### src/rtl/seg_display_mux_if.sv
// Display-side bundle for seg_display_mux: CPU-facing inputs plus pin-facing outputs.
// Latency: none (wires only).
// No backpressure: plain level signals, no handshake.
interface seg_display_mux_if #(
  parameter int DIGITS   = 4,
  parameter int BRIGHT_W = 4
);
  logic [4*DIGITS-1:0] data;
  logic [DIGITS-1:0]   dp;
  logic                blank_lz;
  logic [BRIGHT_W-1:0] brightness;
  logic [DIGITS-1:0]   blink;
  logic [DIGITS-1:0]   anodes;
  logic [7:0]          seg;
  logic                frame_done;

  // Driver side: the CPU register block / testbench
  modport master (
    output data, dp, blank_lz, brightness, blink,
    input  anodes, seg, frame_done
  );

  // Display driver side
  modport slave (
    input  data, dp, blank_lz, brightness, blink,
    output anodes, seg, frame_done
  );
endinterface

### src/rtl/seg_display_mux.sv
// Multiplexed N-digit seven-segment scanner: frame-synchronous shadowing, PWM dimming, LZ blanking.
// Latency: anodes/seg/frame_done are registered, one cycle behind the scan counter state.
// No backpressure: free-running scan. Optional blink gating compiled in with `define DISP_BLINK_EN.
module seg_display_mux #(
  parameter int DIGITS       = 4,
  parameter int REFRESH_DIV  = 1024,
  parameter int BRIGHT_W     = 4,
  parameter int BLINK_FRAMES = 64
) (
  input  logic             clk,
  input  logic             rst,
  seg_display_mux_if.slave disp
);

  localparam int CNT_W = (REFRESH_DIV > 1) ? $clog2(REFRESH_DIV) : 1;
  localparam int IDX_W = (DIGITS > 1) ? $clog2(DIGITS) : 1;
  localparam logic [CNT_W-1:0] CNT_LAST = CNT_W'(REFRESH_DIV - 1);
  localparam logic [IDX_W-1:0] IDX_LAST = IDX_W'(DIGITS - 1);

  logic [CNT_W-1:0]    div_cnt_q, div_cnt_d;
  logic [IDX_W-1:0]    idx_q, idx_d;
  logic                first_q;
  logic [4*DIGITS-1:0] data_q, data_d;
  logic [DIGITS-1:0]   dp_q, dp_d;
  logic                blz_q, blz_d;
  logic [DIGITS-1:0]   anodes_q, anodes_d;
  logic [7:0]          seg_q, seg_d;
  logic                frame_done_q, frame_done_d;

  logic                slot_end, frame_end, latch;
  logic [4*DIGITS-1:0] cur_data;
  logic [DIGITS-1:0]   cur_dp;
  logic                cur_blz;
  logic [3:0]          nib;
  logic                dp_bit, lz_hit, zero_run, pwm_on, blink_off;
  logic [DIGITS-1:0]   lz_mask;

  function automatic logic [6:0] hex_glyph(input logic [3:0] n);
    logic [7:0] g;
    case (n)
      4'h0: g = 8'hFC;  4'h1: g = 8'h60;  4'h2: g = 8'hDA;  4'h3: g = 8'hF2;
      4'h4: g = 8'h66;  4'h5: g = 8'hB6;  4'h6: g = 8'hBE;  4'h7: g = 8'hE0;
      4'h8: g = 8'hFE;  4'h9: g = 8'hF6;  4'hA: g = 8'hEE;  4'hB: g = 8'h3E;
      4'hC: g = 8'h9C;  4'hD: g = 8'h7A;  4'hE: g = 8'h9E;  default: g = 8'h8E;
    endcase
    return g[7:1];
  endfunction

  // Scan counters: slot divider and digit index, plus shadow load points.
  always_comb begin
    slot_end  = (div_cnt_q == CNT_LAST);
    frame_end = slot_end && (idx_q == IDX_LAST);
    div_cnt_d = slot_end ? '0 : div_cnt_q + 1'b1;
    idx_d     = idx_q;
    if (slot_end) idx_d = (idx_q == IDX_LAST) ? '0 : idx_q + 1'b1;
    // First cycle out of reset loads too, so frame 0 already shows real data.
    latch     = first_q || frame_end;
    data_d    = latch ? disp.data : data_q;
    dp_d      = latch ? disp.dp : dp_q;
    blz_d     = latch ? disp.blank_lz : blz_q;
    // During the load cycle the shadow still holds stale/reset contents, so bypass it.
    cur_data  = first_q ? disp.data : data_q;
    cur_dp    = first_q ? disp.dp : dp_q;
    cur_blz   = first_q ? disp.blank_lz : blz_q;
  end

`ifdef DISP_BLINK_EN
  localparam int FC_W = (BLINK_FRAMES > 1) ? $clog2(BLINK_FRAMES) : 1;
  logic [FC_W-1:0]   fcnt_q, fcnt_d;
  logic              boff_q, boff_d;
  logic [DIGITS-1:0] blink_q, blink_d, cur_blink;

  // Blink phase: flips every BLINK_FRAMES frames, shadowed mask selects digits to gate.
  always_comb begin
    fcnt_d    = fcnt_q;
    boff_d    = boff_q;
    if (frame_end) begin
      if (fcnt_q == FC_W'(BLINK_FRAMES - 1)) begin
        fcnt_d = '0;
        boff_d = ~boff_q;
      end else begin
        fcnt_d = fcnt_q + 1'b1;
      end
    end
    blink_d   = latch ? disp.blink : blink_q;
    cur_blink = first_q ? disp.blink : blink_q;
    blink_off = 1'b0;
    for (int i = 0; i < DIGITS; i++)
      if (idx_q == IDX_W'(i)) blink_off = boff_q && cur_blink[i];
  end

  // Blink state registers; phase restarts in the lit half.
  always_ff @(posedge clk) begin
    if (rst) begin
      fcnt_q  <= '0;
      boff_q  <= 1'b0;
      blink_q <= '0;
    end else begin
      fcnt_q  <= fcnt_d;
      boff_q  <= boff_d;
      blink_q <= blink_d;
    end
  end
`else
  assign blink_off = 1'b0;
  wire unused_blink = &{1'b0, disp.blink, BLINK_FRAMES[0]};
`endif

  // Digit decode: glyph, decimal point, leading-zero blanking and PWM anode gating.
  always_comb begin
    nib      = 4'h0;
    dp_bit   = 1'b0;
    lz_hit   = 1'b0;
    zero_run = 1'b1;
    lz_mask  = '0;
    // Walk down from the most significant digit while nibbles stay zero.
    for (int i = DIGITS - 1; i >= 1; i--) begin
      zero_run   = zero_run && (cur_data[4*i +: 4] == 4'h0);
      lz_mask[i] = cur_blz && zero_run;
    end
    for (int i = 0; i < DIGITS; i++) begin
      if (idx_q == IDX_W'(i)) begin
        nib    = cur_data[4*i +: 4];
        dp_bit = cur_dp[i];
        lz_hit = lz_mask[i];
      end
    end
    pwm_on   = (&disp.brightness) || (div_cnt_q[BRIGHT_W-1:0] < disp.brightness);
    anodes_d = '0;
    for (int i = 0; i < DIGITS; i++)
      if (idx_q == IDX_W'(i)) anodes_d[i] = pwm_on && !blink_off;
    seg_d        = {(lz_hit ? 7'h00 : hex_glyph(nib)), dp_bit};
    frame_done_d = frame_end;
  end

  // State and output registers; reset aborts the scan and forces a fresh load.
  always_ff @(posedge clk) begin
    if (rst) begin
      div_cnt_q    <= '0;
      idx_q        <= '0;
      first_q      <= 1'b1;
      data_q       <= '0;
      dp_q         <= '0;
      blz_q        <= 1'b0;
      anodes_q     <= '0;
      seg_q        <= 8'h00;
      frame_done_q <= 1'b0;
    end else begin
      div_cnt_q    <= div_cnt_d;
      idx_q        <= idx_d;
      first_q      <= 1'b0;
      data_q       <= data_d;
      dp_q         <= dp_d;
      blz_q        <= blz_d;
      anodes_q     <= anodes_d;
      seg_q        <= seg_d;
      frame_done_q <= frame_done_d;
    end
  end

  assign disp.anodes     = anodes_q;
  assign disp.seg        = seg_q;
  assign disp.frame_done = frame_done_q;

endmodule

### src/flat_wrapper.sv
// flat-port wrapper written by rule: the top's interface ports become plain ports
module seg_display_mux_flat 
#(
  parameter int DIGITS       = 4,
  parameter int REFRESH_DIV  = 1024,
  parameter int BRIGHT_W     = 4,
  parameter int BLINK_FRAMES = 64
)
  (clk, rst, disp_data, disp_dp, disp_blank_lz, disp_brightness, disp_blink, disp_anodes, disp_seg, disp_frame_done);
  seg_display_mux_if #(.DIGITS(DIGITS), .BRIGHT_W(BRIGHT_W)) disp_i ();
  input  logic clk;
  input  logic rst;
  input wire logic [$bits(disp_i.data)-1:0] disp_data;
  input wire logic [$bits(disp_i.dp)-1:0] disp_dp;
  input wire logic [$bits(disp_i.blank_lz)-1:0] disp_blank_lz;
  input wire logic [$bits(disp_i.brightness)-1:0] disp_brightness;
  input wire logic [$bits(disp_i.blink)-1:0] disp_blink;
  output wire logic [$bits(disp_i.anodes)-1:0] disp_anodes;
  output wire logic [$bits(disp_i.seg)-1:0] disp_seg;
  output wire logic [$bits(disp_i.frame_done)-1:0] disp_frame_done;
  assign disp_i.data = disp_data;
  assign disp_i.dp = disp_dp;
  assign disp_i.blank_lz = disp_blank_lz;
  assign disp_i.brightness = disp_brightness;
  assign disp_i.blink = disp_blink;
  assign disp_anodes = disp_i.anodes;
  assign disp_seg = disp_i.seg;
  assign disp_frame_done = disp_i.frame_done;
  seg_display_mux #(.DIGITS(DIGITS), .REFRESH_DIV(REFRESH_DIV), .BRIGHT_W(BRIGHT_W), .BLINK_FRAMES(BLINK_FRAMES)) u_core (.clk(clk), .rst(rst), .disp(disp_i));
endmodule
### config.mk
export PLATFORM = sky130hd
export DESIGN_NAME = seg_display_mux_flat
export DESIGN_NICKNAME = d
export VERILOG_FILES = /design/src/rtl/seg_display_mux_if.sv /design/src/rtl/seg_display_mux.sv /design/src/flat_wrapper.sv
export SDC_FILE = /design/constraint.sdc
export NUM_CORES = 1
export LEC_CHECK = 0
export BUFFER_PORTS_ARGS = -buffer_cell sky130_fd_sc_hd__buf_2
export CORE_UTILIZATION = 35
export CTS_CLUSTER_SIZE = 40
export DETAILED_ROUTE_END_ITERATION = 6
export GPL_TIMING_DRIVEN = 0
export SYNTH_ARGS = -nofsm -noshare
export SYNTH_HDL_FRONTEND = slang
export SYNTH_SLANG_ARGS = --single-unit
### constraint.sdc
create_clock -name clk -period 2.85 [get_ports clk]
set_input_delay 0.1425 -clock clk [delete_from_list [all_inputs] [get_ports clk]]
set_output_delay 0.1425 -clock clk [all_outputs]
set_load 0.05 [all_outputs]
==> impl_metrics.py, run 1 <==
metrics = {
    "sta": {
        "finalHoldViolations": 0,
        "setup_viol": 0,
        "fin_crit_sh": 0.941,
        "maxSlewHeadroom": 0.642,
        "clock.fmax_mhz": 373,
        "grt_setup_unrepaired": "no",
        "period_needed_ns": 2.68,
        "skew_ns": 0.0109,
        "worst_pin_slew_ns": 0.537,
        "drv_slew": 0,
        "finalSetupTns_ns": 0,
    },
    "pwr": {
        "p_leak_nw": 1.27,
        "max-vdd-ir-drop_v": 0.000196,
        "p_clk_frac": 0.334,
        "p_int_w": 0.00104,
        "powerDensity_mw_per_mm2": 500,
        "p_sw_w": 0.000408,
        "p_seq_frac": 0.488,
        "netSwitchingFraction": 0.281,
        "power_frac_comb": 0.179,
    },
    "critical_path": {
        "end_kind": "register",
        "max_stage_delay_ns": 0.42,
        "required_ns": 3.08,
        "crit_fanout": 10,
        "startpoint_type": "register",
        "crit_path_frequent_cell": "buf_6",
        "crit_slowest_cell": "or3_1",
        "critical_path.cell_chain": "buf_6, buf_6, buf_4, mux2i_1, o221ai_1, nand2_1, inv_1, ha_1, or3_1, o22a_1, o32ai_2",
        "critPathKind": "reg -> reg",
        "worstPathArrival_ns": 2.91,
    },
    "floorplanning": {
        "io_pins": 44,
        "rows": 30,
        "die_y_um": 86.1,
        "fp.coreArea_mm2": 0.00679,
        "die_width_um": 86.1,
        "die-area_mm2": 0.00741,
        "initial_core_util": 0.364,
    },
    "finish": {
        "final_core_util": 0.428,
        "finalNonFillerCells": 430,
        "nNetsFinal": 380,
        "area_delta_synth_final_pct": 17.4,
        "antennaDiodeCount": 0,
        "num-fill-cells": 676,
        "drive_gt1_frac": 0.180,
    },
    "logic_synthesis": {
        "synth.avg_cell_area_um2": 8.62,
        "syn_nets": 333,
        "yosysUniqueCellTypes": 43,
        "synth_cells": 287,
        "synth_area_mm2": 0.00247,
        "ys.flop_type": "dfxtp_1",
        "synth_edf_count": 0,
        "ys_seq_area_frac": 0.380,
        "ys_ff_latch": 47,
        "synthArstFlopShare": 0,
        "yosys_warnings": 0,
    },
    "grt": {
        "globalRouteOverflowTotal": 0,
        "grt_max_degree": 14,
        "grt_pass1_vias": 2127,
        "grt.total_usage": 0.173,
        "antenna_found_initial": 0,
        "grt_pass1_wl_mm": 9.92,
    },
    "detailed_routing": {
        "via_per_inst": 5.03,
        "drtAntennaViolNets": 0,
        "drt_pass1_iterations": 4,
        "post_drt_wl_per_cell_um": 13.9,
        "first_iter_violations": 85,
        "drc": 0,
        "routed_wl_mm": 5.96,
        "via_count": 2165,
    },
    "run_status": {
        "status": "finished, final reports clean",
    },
    "cts": {
        "cts_made_buffers": 5,
        "root_buffer": "clkbuf_8",
        "cts.sinks": 47,
        "max-clock-path-buffers": 2,
        "htree_num_levels": 2,
        "cts_tree": "built",
        "clk_pin_slew_ns": 0.09,
        "clkLatencyLatePin_ns": 0.31,
    },
    "place": {
        "gp_congestion": 0.832,
        "io_buffers": 39,
        "dp_cells": 422,
        "hpwlAfterDp_mm": 4.48,
    },
    "hold_path": {
        "hp-class": "in -> reg",
    },
    "flow_run": {
        "drv_cap": 0,
    },
}
## placed cells by master, fill, tap and decap left out, types with 2 or more instances in the layout
| master | count |
|---|---|
| nand2_1 | 51 |
| dfxtp_1 | 47 |
| buf_2 | 43 |
| a21oi_1 | 29 |
| mux2i_1 | 20 |
| nor2_1 | 16 |
| ha_1 | 15 |
| inv_1 | 12 |
| nand3_1 | 8 |
| a211oi_1 | 8 |
| o221ai_1 | 6 |
| xor2_1 | 6 |
| nor3_1 | 6 |
| clkbuf_1 | 5 |
| a21o_1 | 5 |
| clkbuf_8 | 5 |
| a22oi_1 | 4 |
| nand2b_1 | 4 |
| and3_1 | 4 |
| nand4_1 | 3 |
| buf_6 | 2 |
| nor2b_1 | 2 |
| and4_1 | 2 |
| xnor2_1 | 2 |
| o22a_1 | 2 |
| o21a_1 | 2 |
| nor4b_1 | 2 |
| or4_1 | 2 |
| o21ai_0 | 2 |
## logic make-up (layout without fill, tap and decap cells)
group,count (synthesis),in the layout,share of synthesized area
AO/OA/AOI/OAI,70,70,0.199
flip-flops,47,47,0.380
adder cells (fa/ha/maj),15,15,0.0758
multiplexers,20,20,0.0809
buffers and inverters,24,71,0.0460
AND/OR/NAND/NOR,103,103,0.190
XOR/XNOR,8,8,0.0283
## critical path: cells and delay by family (launching register included)
family,cells,cell delay (ns)
AND/OR/NAND/NOR,2,0.67
multiplexers,1,0.22
adder cells (fa/ha/maj),1,0.21
AO/OA/AOI/OAI,3,0.49
buffers and inverters,4,0.67
flip-flops,1,0.33
## cell usage after synthesis, types with 5 or more instances
cell type  instances  area (um2)
dfxtp_1           47         941
inv_1             12        45.0
o221ai_1           6        52.6
a21oi_1           29         145
xor2_1             6        52.6
ha_1              15         188
nand2_1           52         195
a21o_1             5        37.5
clkbuf_1           5        18.8
mux2i_1           20         200
a211oi_1           8        60.1
nand3_1            8        40.0
nor3_1             6        30.0
nor2_1            16        60.1
## sequential cells by signal, summed over array words and instances (netlist names)
name / flops
u_core.blz_q: 1
u_core.data_q: 16
u_core.disp.anodes: 4
u_core.disp.frame_done: 1
u_core.disp.seg: 8
u_core.div_cnt_q: 10
u_core.dp_q: 4
u_core.first_q: 1
u_core.idx_q: 2
## path summary, 6_finish.rpt
path,start,endpoint,slack (ns),cells after the start
hold reg to reg,u_core.data_q[2],u_core.data_q[2],0.45,2
setup reg to reg,u_core.first_q,u_core.disp.seg[7],0.17,11
setup / recovery,u_core.first_q,u_core.disp.seg[7],0.17,11
hold / removal,disp_data[14],u_core.data_q[14],0.09,3
## power groups by stage
stage          sequential (W)  combinational, W  clock (W)
6_report             0.000709          0.000259   0.000484
5_1_grt              0.000714          0.000288   0.000520
4_1_cts              0.000709          0.000261   0.000491
3_5_place_dp         0.000724          0.000259          0
3_3_place_gp         0.000723          0.000256          0
2_1_floorplan        0.000767          0.000139          0
## through the flow
stage / setup slack (ns) / hold WS, ns / total power (W) / area (um2)
floorplan: 0.539 / 0.170 / 0.000906 / 2470
global placement: 0.169 / 0.264 / 0.000980 / 2790
detailed placement: 0.137 / 0.263 / 0.000983 / 2790
CTS: 0.105 / 0.0858 / 0.00146 / 2900
global route: 0.0231 / 0.0870 / 0.00152 / 2910
finish: 0.168 / 0.0866 / 0.00145 / 2910
## layer usage
layer	share of wire	vias to the layer above	GRT usage
met5	0	-	0
met2	0.46	47	0.286
met3	0.041	10	0.0375
met1	0.47	996	0.220
met4	0.021	0	0.0667
li1	-	1112	-
## final cells by class
type	count	area (um2)	share of cell area
well taps	96	120	0.0413
plain buffers	12	70.1	0.0241
multi-input cells	216	1420	0.489
repair buffers	40	205	0.0706
clock buffers	6	72.6	0.0250
clock inverters	1	30.0	0.0103
flip-flops and latches	47	941	0.324
inverters	12	45.0	0.0155
## what timing repair did
item / in CTS / in global routing
setup endpoints to repair: 0 / 3
hold buffers: 1 / 0
endpoints found under the hold margin: 1 / 0
resized for setup: 0 / 3
buffers inserted: 0 / 0
(Power assumes the default switching activity.)
==> inputs of run 2 (changes only) <==
--- a/config.mk
+++ b/config.mk
@@ -5,6 +5,7 @@
 export SDC_FILE = /design/constraint.sdc
 export NUM_CORES = 1
 export LEC_CHECK = 0
+export ABC_AREA = 1
 export BUFFER_PORTS_ARGS = -buffer_cell sky130_fd_sc_hd__buf_2
 export CORE_UTILIZATION = 35
 export CTS_CLUSTER_SIZE = 40
==> constraint.sdc (replaced) <==
create_clock -name clk -period 2.37 [get_ports clk]
set_input_delay 0.1185 -clock clk [delete_from_list [all_inputs] [get_ports clk]]
set_output_delay 0.1185 -clock clk [all_outputs]
set_load 0.05 [all_outputs]
==> run 2 against run 1 <==
Effect of this change:
- largest power group unchanged
- synthesized cell count rose by 29%
- via count rose by 13%
- critical endpoint is now u_core.disp.seg[1]
- first-iteration DRC count rose by 25%
- final cell count rose by 20%
- die area rose by 5.2%
==> impl_metrics.py, run 2 <==
metrics = {
    "grt": {
        "gr-usage-met1": 0.228,
        "antenna_found_initial": 0,
        "grt.total_usage": 0.168,
        "grt_busiest_layer": "met2",
        "grt_pass1_vias": 2250,
        "globalRouteOverflowTotal": 0,
        "met3_usage": 0.0289,
        "grt_max_degree": 14,
        "grt_pass1_wl_mm": 10.2,
        "met2_usage": 0.281,
    },
    "finish": {
        "num-fill-cells": 772,
        "area_delta_synth_final_pct": 17.1,
        "largest_reg_flops": 16,
        "antennaDiodeCount": 0,
        "finalNonFillerCells": 517,
        "final_area_mm2": 0.00305,
        "regArea_um2": 941,
        "nNetsFinal": 463,
        "multi_input_area_mm2": 0.00143,
        "drive_gt1_frac": 0.201,
        "most-common-layout-cells": "nand2_1, dfxtp_1, buf_2, inv_1, nand3_1",
        "final_common_cell": "nand2_1",
        "final_core_util": 0.423,
        "largest-register": "u_core.data_q",
    },
    "logic_synthesis": {
        "synth_cells": 370,
        "ys.flop_type": "dfxtp_1",
        "synthArstFlopShare": 0,
        "yosys.area.top_type": "dfxtp_1",
        "synth.avg_cell_area_um2": 7.04,
        "synth_edf_count": 0,
        "yosysUniqueCellTypes": 38,
        "syn_nets": 416,
        "yosys-top-cells-count": "nand2_1, dfxtp_1, inv_1",
        "ys_ff_latch": 47,
        "yosysMostFrequentCell": "nand2_1",
        "ys_top_cells_by_area": "dfxtp_1, nand2_1, ha_1, nand3_1, inv_1",
        "yosys_warnings": 0,
        "ys_seq_area_frac": 0.361,
        "synth_top_area_share": 0.361,
        "synth_area_mm2": 0.00261,
    },
    "detailed_routing": {
        "via_count": 2441,
        "post_drt_wl_per_cell_um": 11.8,
        "drtAntennaViolNets": 0,
        "routed_wl_mm": 6.11,
        "via_per_inst": 4.72,
        "drc": 0,
        "first_iter_violations": 106,
        "drt_pass1_iterations": 4,
    },
    "place": {
        "gp_congestion": 0.884,
        "io_buffers": 39,
        "hpwlAfterDp_mm": 4.56,
        "dp_cells": 508,
        "place_area_mm2": 0.00293,
    },
    "hold_path": {
        "hp-class": "in -> reg",
    },
    "sta": {
        "clock.fmax_mhz": 461,
        "finalSetupTns_ns": 0,
        "grt_setup_unrepaired": "no",
        "fin_crit_sh": 0.915,
        "finalHoldViolations": 0,
        "drv_slew": 0,
        "skew_ns": 0.0116,
        "setup_viol": 0,
        "worst_pin_slew_ns": 0.651,
        "maxSlewHeadroom": 0.566,
        "period_needed_ns": 2.17,
    },
    "floorplanning": {
        "die_width_um": 88.3,
        "fp.coreArea_mm2": 0.00721,
        "io_pins": 44,
        "rows": 31,
        "die_y_um": 88.3,
        "initial_core_util": 0.361,
        "die-area_mm2": 0.00780,
    },
    "critical_path": {
        "critPathKind": "reg -> reg",
        "startpoint_type": "register",
        "crit_path_start": "u_core.idx_q[1]",
        "r2r_cells": 12,
        "crit_fanout": 7,
        "timing.rr.start": "u_core.idx_q[1]",
        "rrSetupSlack_ns": 0.20,
        "required_ns": 2.56,
        "r2r-end": "u_core.disp.seg[1]",
        "critical_path.endpoint": "u_core.disp.seg[1]",
        "end_kind": "register",
        "worstPathArrival_ns": 2.36,
    },
    "cts": {
        "clkLatencyLatePin_ns": 0.30,
        "cts_tree": "built",
        "htree_num_levels": 2,
        "max-clock-path-buffers": 2,
        "root_buffer": "clkbuf_8",
        "cts_made_buffers": 5,
        "cts.sinks": 47,
        "clk_pin_slew_ns": 0.09,
    },
    "pwr": {
        "powerDensity_mw_per_mm2": 564,
        "max-vdd-ir-drop_v": 0.000281,
        "p_leak_nw": 1.46,
    },
    "run_status": {
        "status": "finished, final reports clean",
    },
    "flow_run": {
        "drv_cap": 0,
    },
}
-- run 2: cell count changes in the layout (fill, tap and decap cells not counted), sizes merged, moves of 13 or more --
| cell | before | now |
|---|---|---|
| inv | 12 | 40 |
| mux2i | 20 | 0 |
| nand2 | 52 | 108 |
| nand3 | 8 | 32 |
| nor2 | 16 | 29 |
| o21ai | 4 | 22 |
-- run 2: repair_timing --
action / 4_1_cts / 5_1_grt
endpoints found under the setup margin: 1 / 7
hold buffers: 1 / 0
endpoints found under the hold margin: 1 / 0
pin swaps: 0 / 0
gates resized for setup: 1 / 5
buffers inserted: 0 / 0
-- run 2: logic make-up (layout without fill, tap and decap cells) --
kind of cell | count (synthesis) | after routing | synth area share
flip-flops | 47 | 47 | 0.361
adder cells (fa/ha/maj) | 15 | 15 | 0.0720
AO/OA/AOI/OAI | 64 | 64 | 0.145
buffers and inverters | 56 | 104 | 0.0970
XOR/XNOR | 2 | 2 | 0.00672
AND/OR/NAND/NOR | 186 | 186 | 0.318
-- run 2: report_power, final --
group	switching [W]	internal [W]	total (W)
logic	0.000226	0.000112	0.000338
clock network	0.000268	0.000267	0.000535
registers	0.0000178	0.000832	0.000850
-- run 2: worst max-delay path, stage by stage, from the launching register on --
cell and delay, ns:
dfxtp_1 0.36, inv_1 0.08, ha_1 0.30, nor2_4 0.18, nand3_1 0.08, nand2_1 0.08, nand2_1 0.10, a21oi_2 0.25
ha_1 0.20, nand3b_1 0.16, nand2_1 0.08, a21oi_1 0.13, nor2_1 0.06
-- run 2: area by class of cell --
type                            instances  area share
Buffer                                 14      0.0311
Clock buffer                            8      0.0328
Inverter                               42      0.0529
Multi-Input combinational cell        267       0.467
Sequential cell                        47       0.308
Tap cell                               99      0.0406
Timing Repair Buffer                   40      0.0672
-- run 2: worst min-delay path by stage --
| stage | from | to | cells after the start |
|---|---|---|---|
| 3_3_place_gp | rst | u_core.first_q | 1 |
| 3_5_place_dp | rst | u_core.first_q | 1 |
| 5_1_grt | disp_dp[1] | u_core.dp_q[1] | 3 |
| 6_report | disp_data[12] | u_core.data_q[12] | 3 |
| 2_1_floorplan | rst | u_core.first_q | 0 |
| 4_1_cts | disp_dp[1] | u_core.dp_q[1] | 3 |
-- run 2: routing by layer --
metal,share of wire,wire [um]
met1,0.49,2970
met2,0.46,2830
met3,0.044,270
met4,0.0072,44
met5,0,0
-- run 2: metrics by stage --
stage / hold slack [ns] / worst slack (ns) / total power, W
final: 0.0616 / 0.201 / 0.00172
after global routing: 0.0511 / 0.0324 / 0.00183
after CTS: 0.0590 / 0.0564 / 0.00175
after detailed placement: 0.235 / 0.0152 / 0.00120
after global placement: 0.237 / 0.00946 / 0.00120
after floorplan: 0.146 / 0.450 / 0.00111
==> inputs of run 3 (changes only) <==
--- a/config.mk
+++ b/config.mk
@@ -11,6 +11,7 @@
 export CTS_CLUSTER_SIZE = 40
 export DETAILED_ROUTE_END_ITERATION = 6
 export GPL_TIMING_DRIVEN = 0
+export PLACE_DENSITY_LB_ADDON = 0.3
 export SYNTH_ARGS = -nofsm -noshare
 export SYNTH_HDL_FRONTEND = slang
 export SYNTH_SLANG_ARGS = --single-unit
==> run 3 against run 2 <==
Effect of this change:
- wire length is 1.3% lower
- sequential share of layout area increased by 0.13 points
- first-iteration DRC count rose by 26%
- critical endpoint unchanged
- largest cell class unchanged
- largest power group unchanged
- highest routed layer unchanged
==> impl_metrics.py, run 3 (synthesis results as in run 2) <==
metrics = {
    "run_status": {
        "status": "finished, final reports clean",
    },
    "finish": {
        "largest-register": "u_core.data_q",
        "drive_gt1_frac": 0.201,
        "most-common-layout-cells": "nand2_1, dfxtp_1, buf_2, inv_1, nand3_1",
        "num-fill-cells": 771,
        "nNetsFinal": 463,
        "final_area_mm2": 0.00304,
        "final_common_cell": "nand2_1",
        "area_delta_synth_final_pct": 16.7,
        "antennaDiodeCount": 0,
        "largest_reg_flops": 16,
    },
    "grt": {
        "grt_max_degree": 14,
        "grt_pass1_vias": 2192,
        "grt.total_usage": 0.167,
        "antenna_found_initial": 0,
        "globalRouteOverflowTotal": 0,
        "grt_pass1_wl_mm": 10.0,
    },
    "floorplanning": {
        "fp.coreArea_mm2": 0.00721,
        "die-area_mm2": 0.00780,
        "rows": 31,
        "initial_core_util": 0.361,
        "io_pins": 44,
        "die_y_um": 88.3,
        "die_width_um": 88.3,
    },
    "sta": {
        "fin_crit_sh": 0.904,
        "worst_pin_slew_ns": 0.682,
        "clock.fmax_mhz": 467,
        "setup_viol": 0,
        "skew_ns": 0.0135,
        "finalHoldViolations": 0,
        "hold_ws_ns": 0.0539,
        "maxSlewHeadroom": 0.546,
        "drv_slew": 0,
        "grt_setup_unrepaired": "yes",
        "period_needed_ns": 2.14,
    },
    "critical_path": {
        "worstPathArrival_ns": 2.34,
        "max_stage_delay_ns": 0.36,
        "critical_path.cell_chain": "inv_1, ha_1, nor2_4, nand3_1, nand2_1, nand2_1, a21oi_2, ha_1, nand3b_1, nand2_1, a21oi_1, nor2_1",
        "crit_path_frequent_cell": "nand2_1",
        "critPathKind": "reg -> reg",
        "startpoint_type": "register",
        "end_kind": "register",
        "required_ns": 2.57,
        "crit_fanout": 7,
        "crit_slowest_cell": "dfxtp_1",
    },
    "cts": {
        "cts.sinks": 47,
        "max-clock-path-buffers": 2,
        "cts_made_buffers": 5,
        "clkLatencyLatePin_ns": 0.31,
        "htree_num_levels": 2,
        "root_buffer": "clkbuf_8",
        "clk_pin_slew_ns": 0.09,
        "post_cts_buffers": 0,
        "cts_tree": "built",
    },
    "place": {
        "gp_congestion": 0.855,
        "place_area_mm2": 0.00293,
        "io_buffers": 39,
        "hpwlAfterDp_mm": 4.50,
    },
    "detailed_routing": {
        "post_drt_wl_per_cell_um": 11.7,
        "drtAntennaViolNets": 0,
        "via_count": 2441,
        "drt_pass1_iterations": 4,
        "routed_wl_mm": 6.03,
        "via_per_inst": 4.73,
        "first_iter_violations": 134,
        "drc": 0,
    },
    "flow_run": {
        "drv_cap": 0,
    },
    "hold_path": {
        "hp-class": "in -> reg",
    },
    "pwr": {
        "p_leak_nw": 1.46,
        "power_w": 0.00169,
        "powerDensity_mw_per_mm2": 555,
        "max-vdd-ir-drop_v": 0.000226,
    },
}
==> run 3: path summary, 6_finish.rpt <==
kind	start	end	slack [ns]	cells past startpoint
worst max register to register	u_core.idx_q[1]	u_core.disp.seg[1]	0.23	12
worst min register to register	u_core.div_cnt_q[0]	u_core.div_cnt_q[0]	0.47	1
worst min-delay path	disp_data[13]	u_core.data_q[13]	0.05	3
worst max-delay path	u_core.idx_q[1]	u_core.disp.seg[1]	0.23	12
==> run 3: area by class of cell <==
cell class | count | area [um2] | area share
Multi-Input combinational cell | 267 | 1430 | 0.469
Inverter | 42 | 161 | 0.0531
Clock buffer | 6 | 82.6 | 0.0272
Sequential cell | 47 | 941 | 0.309
Clock inverter | 1 | 5.00 | 0.00165
Buffer | 14 | 95.1 | 0.0313
Timing Repair Buffer | 40 | 205 | 0.0675
Tap cell | 99 | 124 | 0.0407
==> run 3: metal layers <==
layer,part of all wire,vias to the layer above,track usage
met2,0.44,53,0.269
li1,-,1285,-
met3,0.049,7,0.0308
met1,0.50,1096,0.224
met4,0.014,0,0.0587
met5,0,-,0
==> run 3: repair_timing <==
action | CTS | global route
endpoints found under the setup margin | 1 | 7
gates cloned | 0 | 0
gates resized for setup | 1 | 4
pin swaps | 0 | 0
hold buffers | 1 | 0
hold endpoints to repair | 1 | 0
==> run 3: per-stage QoR <==
stage	util	setup slack, ns	TNS (ns)	std cells
3_5_place_dp	0.405	0.00798	0	508
2_1_floorplan	-	0.450	0	370
4_1_cts	0.420	0.0542	0	516
3_3_place_gp	0.405	0.0286	0	508
5_1_grt	0.421	-0.00872	-0.0132	516
6_report	0.421	0.226	0	516
==> run 3: where the power goes <==
group	internal (W)	switching (W)	total, W	leakage (nW)
registers	0.000832	0.0000170	0.000849	0.387
clock network	0.000229	0.000270	0.000500	0.0470
logic	0.000112	0.000226	0.000339	1.02
==> run 3: critical path, delay by kind of cell (launching register included) <==
family,cells,cell delay (ns)
adder cells (fa/ha/maj),2,0.50
buffers and inverters,1,0.08
flip-flops,1,0.36
AO/OA/AOI/OAI,2,0.38
AND/OR/NAND/NOR,7,0.72
